$ cat config.mk
export PLATFORM = sky130hd
export DESIGN_NAME = shift_sequencer_flat
export DESIGN_NICKNAME = d
export VERILOG_FILES = /design/src/rtl/shift_sequencer_pkg.sv /design/src/rtl/shift_sequencer_if.sv /design/src/rtl/shift_sequencer_shifter.sv /design/src/rtl/shift_sequencer.sv /design/src/flat_wrapper.sv
export SDC_FILE = /design/constraint.sdc
export NUM_CORES = 1
export LEC_CHECK = 0
export CAP_MARGIN = 40
export CORE_MARGIN = 10
export CORE_UTILIZATION = 30
export CTS_CLUSTER_SIZE = 25
export DETAILED_ROUTE_END_ITERATION = 8
export SLEW_MARGIN = 15
export SYNTH_ARGS = -nofsm -noshare
export SYNTH_HDL_FRONTEND = slang
export SYNTH_HIERARCHICAL = 1
export SYNTH_SLANG_ARGS = --single-unit
$ cat constraint.sdc
create_clock -name clk -period 3.63 [get_ports clk]
set_clock_uncertainty 0.15 [all_clocks]
set_input_delay 0.5445 -clock clk [delete_from_list [all_inputs] [get_ports clk]]
set_output_delay 0.5445 -clock clk [all_outputs]
set_load 0.02 [all_outputs]
$ cat src/rtl/shift_sequencer_pkg.sv
// Shared constants for the multi-cycle shift controller: state encodings, shift modes
// and default widths.
package shift_seq_pkg;

  localparam int unsigned AMT_W_DEF = 4;
  // Fixed to match the 1-bit shifter datapath.
  localparam int unsigned DATA_W    = 16;

  typedef enum logic [1:0] {
    S_IDLE  = 2'b00,
    S_SHIFT = 2'b01,
    S_DONE  = 2'b10
  } state_e;

  localparam logic [1:0] OP_PASS = 2'b00;
  localparam logic [1:0] OP_LSL  = 2'b01;
  localparam logic [1:0] OP_LSR  = 2'b10;
  localparam logic [1:0] OP_ASR  = 2'b11;

endpackage

$ cat src/rtl/shift_sequencer_if.sv
// Request/result bundle between the instruction-sequencing FSM (master) and the shift
// sequencer (slave).
interface shift_sequencer_if
  import shift_seq_pkg::*;
#(
  parameter int unsigned AMT_W = AMT_W_DEF
) ();

  logic              start;
  logic [1:0]        op;
  logic [AMT_W-1:0]  amount;
  logic [DATA_W-1:0] din;
  logic              busy;
  logic              done;
  logic [DATA_W-1:0] dout;
  logic              cout;
  logic              zero;

  modport master (
    output start, op, amount, din,
    input  busy, done, dout, cout, zero
  );

  modport slave (
    input  start, op, amount, din,
    output busy, done, dout, cout, zero
  );

endinterface

$ cat src/rtl/shift_sequencer_shifter.sv
// Single-pass 16-bit shifter: pass, logical left, logical right or arithmetic right
// by one bit.
module shifter
  import shift_seq_pkg::*;
(
  input  logic [DATA_W-1:0] in,
  input  logic [1:0]        shift,
  output logic [DATA_W-1:0] sout
);

  always_comb begin
    sout = in;
    unique case (shift)
      OP_PASS: sout = in;
      OP_LSL:  sout = {in[DATA_W-2:0], 1'b0};
      OP_LSR:  sout = {1'b0, in[DATA_W-1:1]};
      OP_ASR:  sout = {in[DATA_W-1], in[DATA_W-1:1]};
      default: sout = in;
    endcase
  end

endmodule

$ cat src/rtl/shift_sequencer.sv
// Multi-cycle shift-by-N controller: recirculates the accumulator through one 1-bit
// shifter per clock, then pulses done with the result, last bit shifted out and zero flag.
module shift_sequencer
  import shift_seq_pkg::*;
#(
  parameter int unsigned AMT_W = AMT_W_DEF
) (
  input  logic              clk,
  input  logic              reset,
  shift_sequencer_if.slave  bus
);

  state_e            state_q, state_d;
  logic [DATA_W-1:0] acc_q, acc_d, acc_shift;
  logic [AMT_W-1:0]  cnt_q, cnt_d;
  logic [1:0]        op_q, op_d;
  logic              cout_q, cout_d;
  logic              done_q, done_d;
  logic              busy_q, busy_d;
  logic              shift_out;

  shifter u_shifter (
    .in    (acc_q),
    .shift (op_q),
    .sout  (acc_shift)
  );

  always_comb begin
    shift_out = 1'b0;
    unique case (op_q)
      OP_LSL:         shift_out = acc_q[DATA_W-1];
      OP_LSR, OP_ASR: shift_out = acc_q[0];
      default:        shift_out = 1'b0;
    endcase
  end

  always_comb begin
    state_d = state_q;
    acc_d   = acc_q;
    cnt_d   = cnt_q;
    op_d    = op_q;
    cout_d  = cout_q;
    unique case (state_q)
      S_IDLE: begin
        if (bus.start) begin
          acc_d   = bus.din;
          op_d    = bus.op;
          cnt_d   = bus.amount;
          cout_d  = 1'b0;
          state_d = (bus.amount != '0) ? S_SHIFT : S_DONE;
        end
      end
      S_SHIFT: begin
        acc_d  = acc_shift;
        cnt_d  = cnt_q - AMT_W'(1);
        cout_d = shift_out;
        if (cnt_q == AMT_W'(1)) state_d = S_DONE;
      end
      S_DONE:  state_d = S_IDLE;
      default: state_d = S_IDLE;
    endcase
    // Flags are registered copies of the next state so they line up with the state.
    done_d = (state_d == S_DONE);
    busy_d = (state_d != S_IDLE);
  end

  always_ff @(posedge clk) begin
    if (reset) begin
      state_q <= S_IDLE;
      acc_q   <= '0;
      cnt_q   <= '0;
      op_q    <= OP_PASS;
      cout_q  <= 1'b0;
      done_q  <= 1'b0;
      busy_q  <= 1'b0;
    end else begin
      state_q <= state_d;
      acc_q   <= acc_d;
      cnt_q   <= cnt_d;
      op_q    <= op_d;
      cout_q  <= cout_d;
      done_q  <= done_d;
      busy_q  <= busy_d;
    end
  end

  assign bus.busy = busy_q;
  assign bus.done = done_q;
  assign bus.dout = acc_q;
  assign bus.cout = cout_q;
  assign bus.zero = (acc_q == '0);

endmodule
$ cat src/flat_wrapper.sv
// flat-port wrapper written by rule: the top's interface ports become plain ports
module shift_sequencer_flat import shift_seq_pkg::*;
#(
  parameter int unsigned AMT_W = AMT_W_DEF
)
  (clk, reset, bus_start, bus_op, bus_amount, bus_din, bus_busy, bus_done, bus_dout, bus_cout, bus_zero);
  shift_sequencer_if #(.AMT_W(AMT_W)) bus_i ();
  input  logic clk;
  input  logic reset;
  input wire logic [$bits(bus_i.start)-1:0] bus_start;
  input wire logic [$bits(bus_i.op)-1:0] bus_op;
  input wire logic [$bits(bus_i.amount)-1:0] bus_amount;
  input wire logic [$bits(bus_i.din)-1:0] bus_din;
  output wire logic [$bits(bus_i.busy)-1:0] bus_busy;
  output wire logic [$bits(bus_i.done)-1:0] bus_done;
  output wire logic [$bits(bus_i.dout)-1:0] bus_dout;
  output wire logic [$bits(bus_i.cout)-1:0] bus_cout;
  output wire logic [$bits(bus_i.zero)-1:0] bus_zero;
  assign bus_i.start = bus_start;
  assign bus_i.op = bus_op;
  assign bus_i.amount = bus_amount;
  assign bus_i.din = bus_din;
  assign bus_busy = bus_i.busy;
  assign bus_done = bus_i.done;
  assign bus_dout = bus_i.dout;
  assign bus_cout = bus_i.cout;
  assign bus_zero = bus_i.zero;
  shift_sequencer #(.AMT_W(AMT_W)) u_core (.clk(clk), .reset(reset), .bus(bus_i));
endmodule
# Yosys cells after proc, flatten, opt, wreduce, memory -nomap -nowiden
# Index checks and enable logic that the tools add are counted.
dict set report classes {
  muxes 12
  n_eq_ne 9
  reduce_logical 11
  addsub 1
}
# op n
set ops {}
lappend ops {{$pmux 16 s3} 1}
lappend ops {{$pmux 16 s2} 1}
lappend ops {{$logic_not 16->1} 1}
lappend ops {{$mux 16} 1}
lappend ops {{$pmux 4 s2} 1}
lappend ops {{$eq 2x2->1 const B} 3}
lappend ops {{$mux 2} 3}
lappend ops {{$ne 2x2->1 const B} 3}
lappend ops {{$eq 2x1->1 const B} 2}
lappend ops {{$eq 4x1->1 const B} 1}
lappend ops {{$logic_not 2->1} 2}
lappend ops {{$mux 4} 1}
lappend ops {{$pmux 1 s2} 2}
lappend ops {{$pmux 2 s2} 1}
lappend ops {{$reduce_and 2->1} 2}
lappend ops {{$reduce_and 4->1} 1}
lappend ops {{$reduce_bool 2->1} 2}
lappend ops {{$reduce_bool 4->1} 1}
lappend ops {{$sub 4x1->4 const B} 1}
lappend ops {{$reduce_and 3->1} 1}
lappend ops {{$reduce_or 2->1} 1}
lappend ops {{$mux 1} 1}
dict set report word_totals {
  wordCells 41
  inputBits 25
  register_bits 27
}

# Logic depth before layout (Yosys ltp)
# Gate-level depths: netlist (run 1).
dict set report logic_depth {
  depth_word 5
  ltp_mapped 6
  mapped_depth_nobuf 5
}

# Modules after synthesis
# Netlist (run 1), hierarchy kept.
# module seq_area_each_um2 area_each_um2 cells_each n_inst
set modules_own_cells {}
lappend modules_own_cells {shift_sequencer 540.5 1442.6 136 1}
lappend modules_own_cells {shifter 0.0 355.3 51 1}

# Least setup slack after synthesis (run 1)
# No wires, ideal clock.
dict set report synth_path {
  path_type {register to output}
  start {reg u_core.acc_q[5], in the netlist u_core/bus.dout[5]}
  end {out bus_zero}
  path_stages_with_launch 3
  arrival_time_ps 981
  n_path_buf 0
  required_ps 2935
  setup_slack_ps 1954
  path_cell_list {dfxtp_1 -> nor4_1 -> and4_1}
}
dict set report synth_via {
  elab_chain_len 1
}
# item line_no
set synth_rtl {}
lappend synth_rtl {{from (decl)} shift_sequencer.sv:14} ;# logic [DATA_W-1:0] acc_q, acc_d, acc_shift;
lappend synth_rtl {{from (signal assigned)} shift_sequencer.sv:70} ;# acc_q <= '0;
lappend synth_rtl {{from (signal assigned)} shift_sequencer.sv:78} ;# acc_q <= acc_d;
lappend synth_rtl {{$logic_not 16->1} shift_sequencer.sv:91} ;# assign bus.zero = (acc_q == '0);
lappend synth_rtl {{to (decl)} flat_wrapper.sv:18} ;# output wire logic [$bits(bus_i.zero)-1:0] bus_zero;
# No other way between the ends.

# Worst setup path in the final report (run 1)
dict set report layout_path {
  start {reg u_core.acc_q[13], in the netlist u_core/bus.dout[13]}
  end {out bus_zero}
}
# The elaborated chain is that of the path after synthesis.

==> out/metrics.csv, run 1 <==
metric,value,unit
finalNetCount,251,
yosys_warnings,6,
syn_nets,214,
drv_slew,0,
critPathLaunchType,flip-flop,
period_needed,2530,ps
period_share,0.698,
hold_viol,0,
clkLatencyLatePin,280,ps
worst_pin_slew,660,ps
n_antenna_cell,0,
critPathMaxFanout,6,
grt_max_degree,36,
routedWlPerCell,15.1,µm
power_leakage,0.841,nW
cp_data_arrival_time,1840,ps
ys_types,39,
cts_buffer_depth,2,
worstHoldPathType,flip-flop to flip-flop,
grt.busiest_layer,met2,
dieArea,9490,µm²
drive_gt1_frac,0.170,
drtAntennaViolNets,0,
path_class,flip-flop to primary output,
fmax,0.395,GHz
via_per_inst,4.83,
syn_avg_cell_area,9.61,µm²
fin_tns_setup,0,ps
htree_num_levels,1,
cts_setup_buffers,0,
cts_buffers,3,
rsz0062_at_grt,no,
use_met3,0.0249,
drt-initial-drc-count,70,
netlist_area,1800,µm²
route.detailed.drc,0,
grt_use_met1,0.123,
use_met2,0.145,
numPortBuffers,44,
initial_utilization,0.305,
fillCellCount,611,
place.gp.congestion,0.734,
critPathCaptureType,primary output,
routed_wl,4.49,mm
pin_count,45,
area_growth,24.9,%
cts_tree,done,
pre_cts_ws,1350,ps
antenna_found_initial,0,
worst_slack,1100,ps
clkSinkCount,27,
outcome,completed,
fp.dieW,97.4,µm
core_area,5890,µm²
cts.hold.buffers_added,0,
setup_violations,0,
post-dp-hpwl,3.33,mm
slew_headroom,0.560,
num_vias,1439,
netlist_instances,187,
drt_pass1_iterations,4,
powerDensity,383,nW/µm²
ir_drop,0.208,mV
gr-usage-all-layers,0.0920,
post_cts_resized,0,
worst_ep_required_time,2940,ps
max_cap_violations,0,
fp.dieH,97.4,µm
path_clk_slew,100,ps
rows,28,
root_buffer,clkbuf_8,
ys_seq_area_frac,0.301,
grt_pass1_wl,7.51,mm
grt_overflow,0,
ys_seq_elements,27,
grt_pass1_vias,1440,
cell families after synthesis:
| logic type | count (synthesis) | synth area share |
|---|---|---|
| compound gates | 48 | 0.223 |
| buf+inv | 22 | 0.109 |
| flops | 27 | 0.301 |
| xor+xnor | 1 | 0.00487 |
| fa+ha+maj | 2 | 0.0139 |
| mux | 33 | 0.184 |
| simple gates | 54 | 0.164 |
Yosys cell counts (all sizes together):
master | instances | area share
a32oi | 1 | 0.0049
mux2 | 1 | 0.0063
inv | 6 | 0.013
mux2i | 32 | 0.18
ha | 2 | 0.014
a211oi | 17 | 0.11
o21ai | 15 | 0.042
o221a | 1 | 0.0063
clkbuf | 4 | 0.014
nor2 | 22 | 0.064
o21ba | 1 | 0.0090
nor2b | 1 | 0.0035
nand3b | 2 | 0.0083
and4 | 1 | 0.0049
and3b | 1 | 0.0049
nor3b | 1 | 0.010
nand2 | 14 | 0.029
a22oi | 1 | 0.0042
nand2b | 3 | 0.010
nor3 | 4 | 0.011
o22ai | 1 | 0.0035
xnor2 | 1 | 0.0049
dfxtp | 27 | 0.30
a21oi | 4 | 0.011
a21bo | 1 | 0.0056
nor4 | 5 | 0.017
o32ai | 1 | 0.0049
buf | 12 | 0.082
o311a | 1 | 0.0056
a22o | 2 | 0.0097
a2bb2oi | 2 | 0.0097
through the flow:
step | utilization | power [mW] | cells | cell area (µm²) | hold WS, ps
after CTS | 0.382 | 0.874 | 298 | 2250 | 337
after global routing | 0.382 | 0.919 | 298 | 2250 | 354
final | 0.382 | 0.861 | 298 | 2250 | 333
after global placement | 0.369 | 0.687 | 292 | 2170 | 325
after floorplan | - | 0.603 | 187 | 1800 | 336
after detailed placement | 0.373 | 0.693 | 294 | 2200 | 323
layout make-up:
| cell class | count | area, µm² | share of cell area |
|---|---|---|---|
| clock buffer | 3 | 41.3 | 0.0184 |
| clock inverter | 1 | 7.51 | 0.00334 |
| inverter | 6 | 22.5 | 0.0100 |
| multi-input combinational | 138 | 1060 | 0.473 |
| sequential | 27 | 541 | 0.241 |
| tap | 75 | 93.8 | 0.0418 |
| timing repair buffer | 48 | 478 | 0.213 |
report_power, final:
| group | internal (mW) | switching, mW |
|---|---|---|
| clock | 0.0781 | 0.0994 |
| combinational | 0.156 | 0.145 |
| sequential | 0.328 | 0.0550 |
worst max-delay path, cell delays in order (launching register included):
cell	delay [ps]
dfxtp_1	370
nor4_1	330
and4_1	230
clkdlybuf4s50_1	620
sequential cells by signal (all words and copies together), names as in the netlist:
register         cells
u_core/bus.dout     16
u_core/cnt_q         4
u_core/bus.done      1
u_core/bus.busy      1
u_core/bus.cout      1
u_core/op_q          2
u_core/state_q       2
routing by layer:
metal | share of wire | vias to the layer above
met4 | 0.0029 | 0
met2 | 0.43 | 36
met1 | 0.52 | 653
met5 | 0 | -
met3 | 0.044 | 2
li1 | - | 748
placed cells by master (no fill, tap or decap), drive strengths merged, types with 2 or more instances in the layout:
cell type      netlist  final
o21ai               15     15
nor2                22     22
mux2i               32     32
a22o                 2      2
nand2               14     14
a21oi                4      4
dfxtp               27     27
nand3b               2      2
nor3                 4      4
a211oi              17     17
clkbuf               4      3
buf                 12      4
a2bb2oi              2      2
inv                  6      6
ha                   2      2
clkdlybuf4s50        0     44
nand2b               3      3
nor4                 5      5
final timing paths:
path | slack [ps] | cells after the start | startpoint | end
worst min-delay path | 330 | 2 | u_core/bus.cout$_SDFFE_PP0P_ | u_core/bus.cout$_SDFFE_PP0P_
worst max register to register | 1570 | 4 | u_core/state_q[1]$_SDFF_PP0_ | u_core/bus.dout[8]$_SDFFE_PP0P_
worst max-delay path | 1100 | 3 | u_core/bus.dout[13]$_SDFFE_PP0P_ | bus_zero
worst min register to register | 330 | 2 | u_core/bus.cout$_SDFFE_PP0P_ | u_core/bus.cout$_SDFFE_PP0P_
Note: power is estimated with default switching activity, not from simulation.
==> run 2, diff against run 1 <==
==> constraint.sdc (replaced) <==
create_clock -name clk -period 2.1 [get_ports clk]
set_clock_uncertainty 0.15 [all_clocks]
set_input_delay 0.315 -clock clk [delete_from_list [all_inputs] [get_ports clk]]
set_output_delay 0.315 -clock clk [all_outputs]
set_load 0.02 [all_outputs]
==> out/metrics.csv, run 2 (synthesized netlist as in run 1, its figures left out) <==
metric,value,unit
outcome,completed,
drtAntennaViolNets,0,
use_met2,0.153,
fp.dieH,97.4,µm
route.detailed.drc,0,
grt_pass1_vias,1504,
slew_headroom,0.687,
cts_buffer_depth,2,
setup_violations,0,
period_share,0.938,
post_cts_resized,1,
grt.busiest_layer,met2,
mostFrequentLayoutCells,"43 x clkdlybuf4s50_1, 32 x mux2i_1, 27 x dfxtp_1",
via_per_inst,4.76,
n_antenna_cell,0,
routedWlPerCell,14.3,µm
cts_buffers,3,
grt_max_degree,36,
pin_count,45,
worstHoldPathType,flip-flop to flip-flop,
cts_setup_buffers,0,
slowest_delay,370,ps
power_leakage,0.931,nW
clkSinkCount,27,
path_cells,nor4_1 -> and4_1 -> dlygate4sd2_1,
critPathMaxFanout,6,
grt_use_met1,0.117,
gr-usage-all-layers,0.0921,
p_total,1.53,mW
path_class,flip-flop to primary output,
fmax,0.508,GHz
powerDensity,645,nW/µm²
period_needed,1970,ps
root_buffer,clkbuf_8,
clkLatencyLatePin,270,ps
core_area,5890,µm²
rsz0062_at_grt,no,
place.gp.congestion,0.772,
path_buf_inv,1,
holdWs,331,ps
cts_tree,done,
worst_pin_slew,469,ps
dieArea,9490,µm²
largest_reg_flops,16,
cts.hold.buffers_added,0,
use_met3,0.0284,
fin_tns_setup,0,ps
drt_pass1_iterations,4,
area_growth,31.8,%
drt-initial-drc-count,63,
ir_drop,0.405,mV
rows,28,
finalNetCount,267,
drive_gt1_frac,0.226,
cp_data_arrival_time,1510,ps
crit_slowest_cell,dfxtp_1,
routed_wl,4.48,mm
hold_viol,0,
worst_ep_required_time,1630,ps
grt_overflow,0,
critPathLaunchType,flip-flop,
post-dp-hpwl,3.39,mm
critPathCaptureType,primary output,
numPortBuffers,44,
crit_family,simple AND/OR/NAND/NOR gates,
path_clk_slew,100,ps
initial_utilization,0.305,
fp.dieW,97.4,µm
grt_pass1_wl,7.54,mm
antenna_found_initial,0,
layout_commonest_cell,clkdlybuf4s50_1,
num_vias,1495,
max_cap_violations,0,
pre_cts_ws,158,ps
drv_slew,0,
htree_num_levels,1,
worst_slack,130,ps
==> run 2: final timing paths <==
path	start	to	slack (ps)	cells after the start
worst min-delay path	u_core/bus.cout$_SDFFE_PP0P_	u_core/bus.cout$_SDFFE_PP0P_	330	2
worst min register to register	u_core/bus.cout$_SDFFE_PP0P_	u_core/bus.cout$_SDFFE_PP0P_	330	2
worst max-delay path	u_core/bus.dout[5]$_SDFFE_PP0P_	bus_zero	130	3
worst max register to register	u_core/state_q[0]$_SDFF_PP0_	u_core/bus.dout[3]$_SDFFE_PP0P_	440	4
==> run 2: routing by layer <==
metal  vias up  wire, µm
met5         -         0
met4         0         0
li1        785         -
met3         0       215
met1       675      2200
met2        35      2060
==> run 2: layout make-up <==
cell class	instances	area [µm²]
clock buffer	3	41.3
tap	75	93.8
sequential	27	541
inverter	6	22.5
fill	595	3520
multi-input combinational	138	1060
clock inverter	1	7.51
timing repair buffer	64	602
==> run 2: metrics by stage <==
step	instances	instance area [µm²]	util
after floorplan	187	1800	-
after global placement	310	2320	0.395
after detailed placement	310	2320	0.395
after CTS	314	2370	0.403
after global routing	314	2370	0.403
final	314	2370	0.403
==> run 2: tightest hold or removal path, stage by stage, from the launching register on <==
cell	delay [ps]
dfxtp_1	320
inv_1	40
o32ai_1	70
==> run 2: power breakdown <==
part | internal (mW) | switching, mW
clock | 0.135 | 0.166
sequential | 0.567 | 0.0539
combinational | 0.308 | 0.298
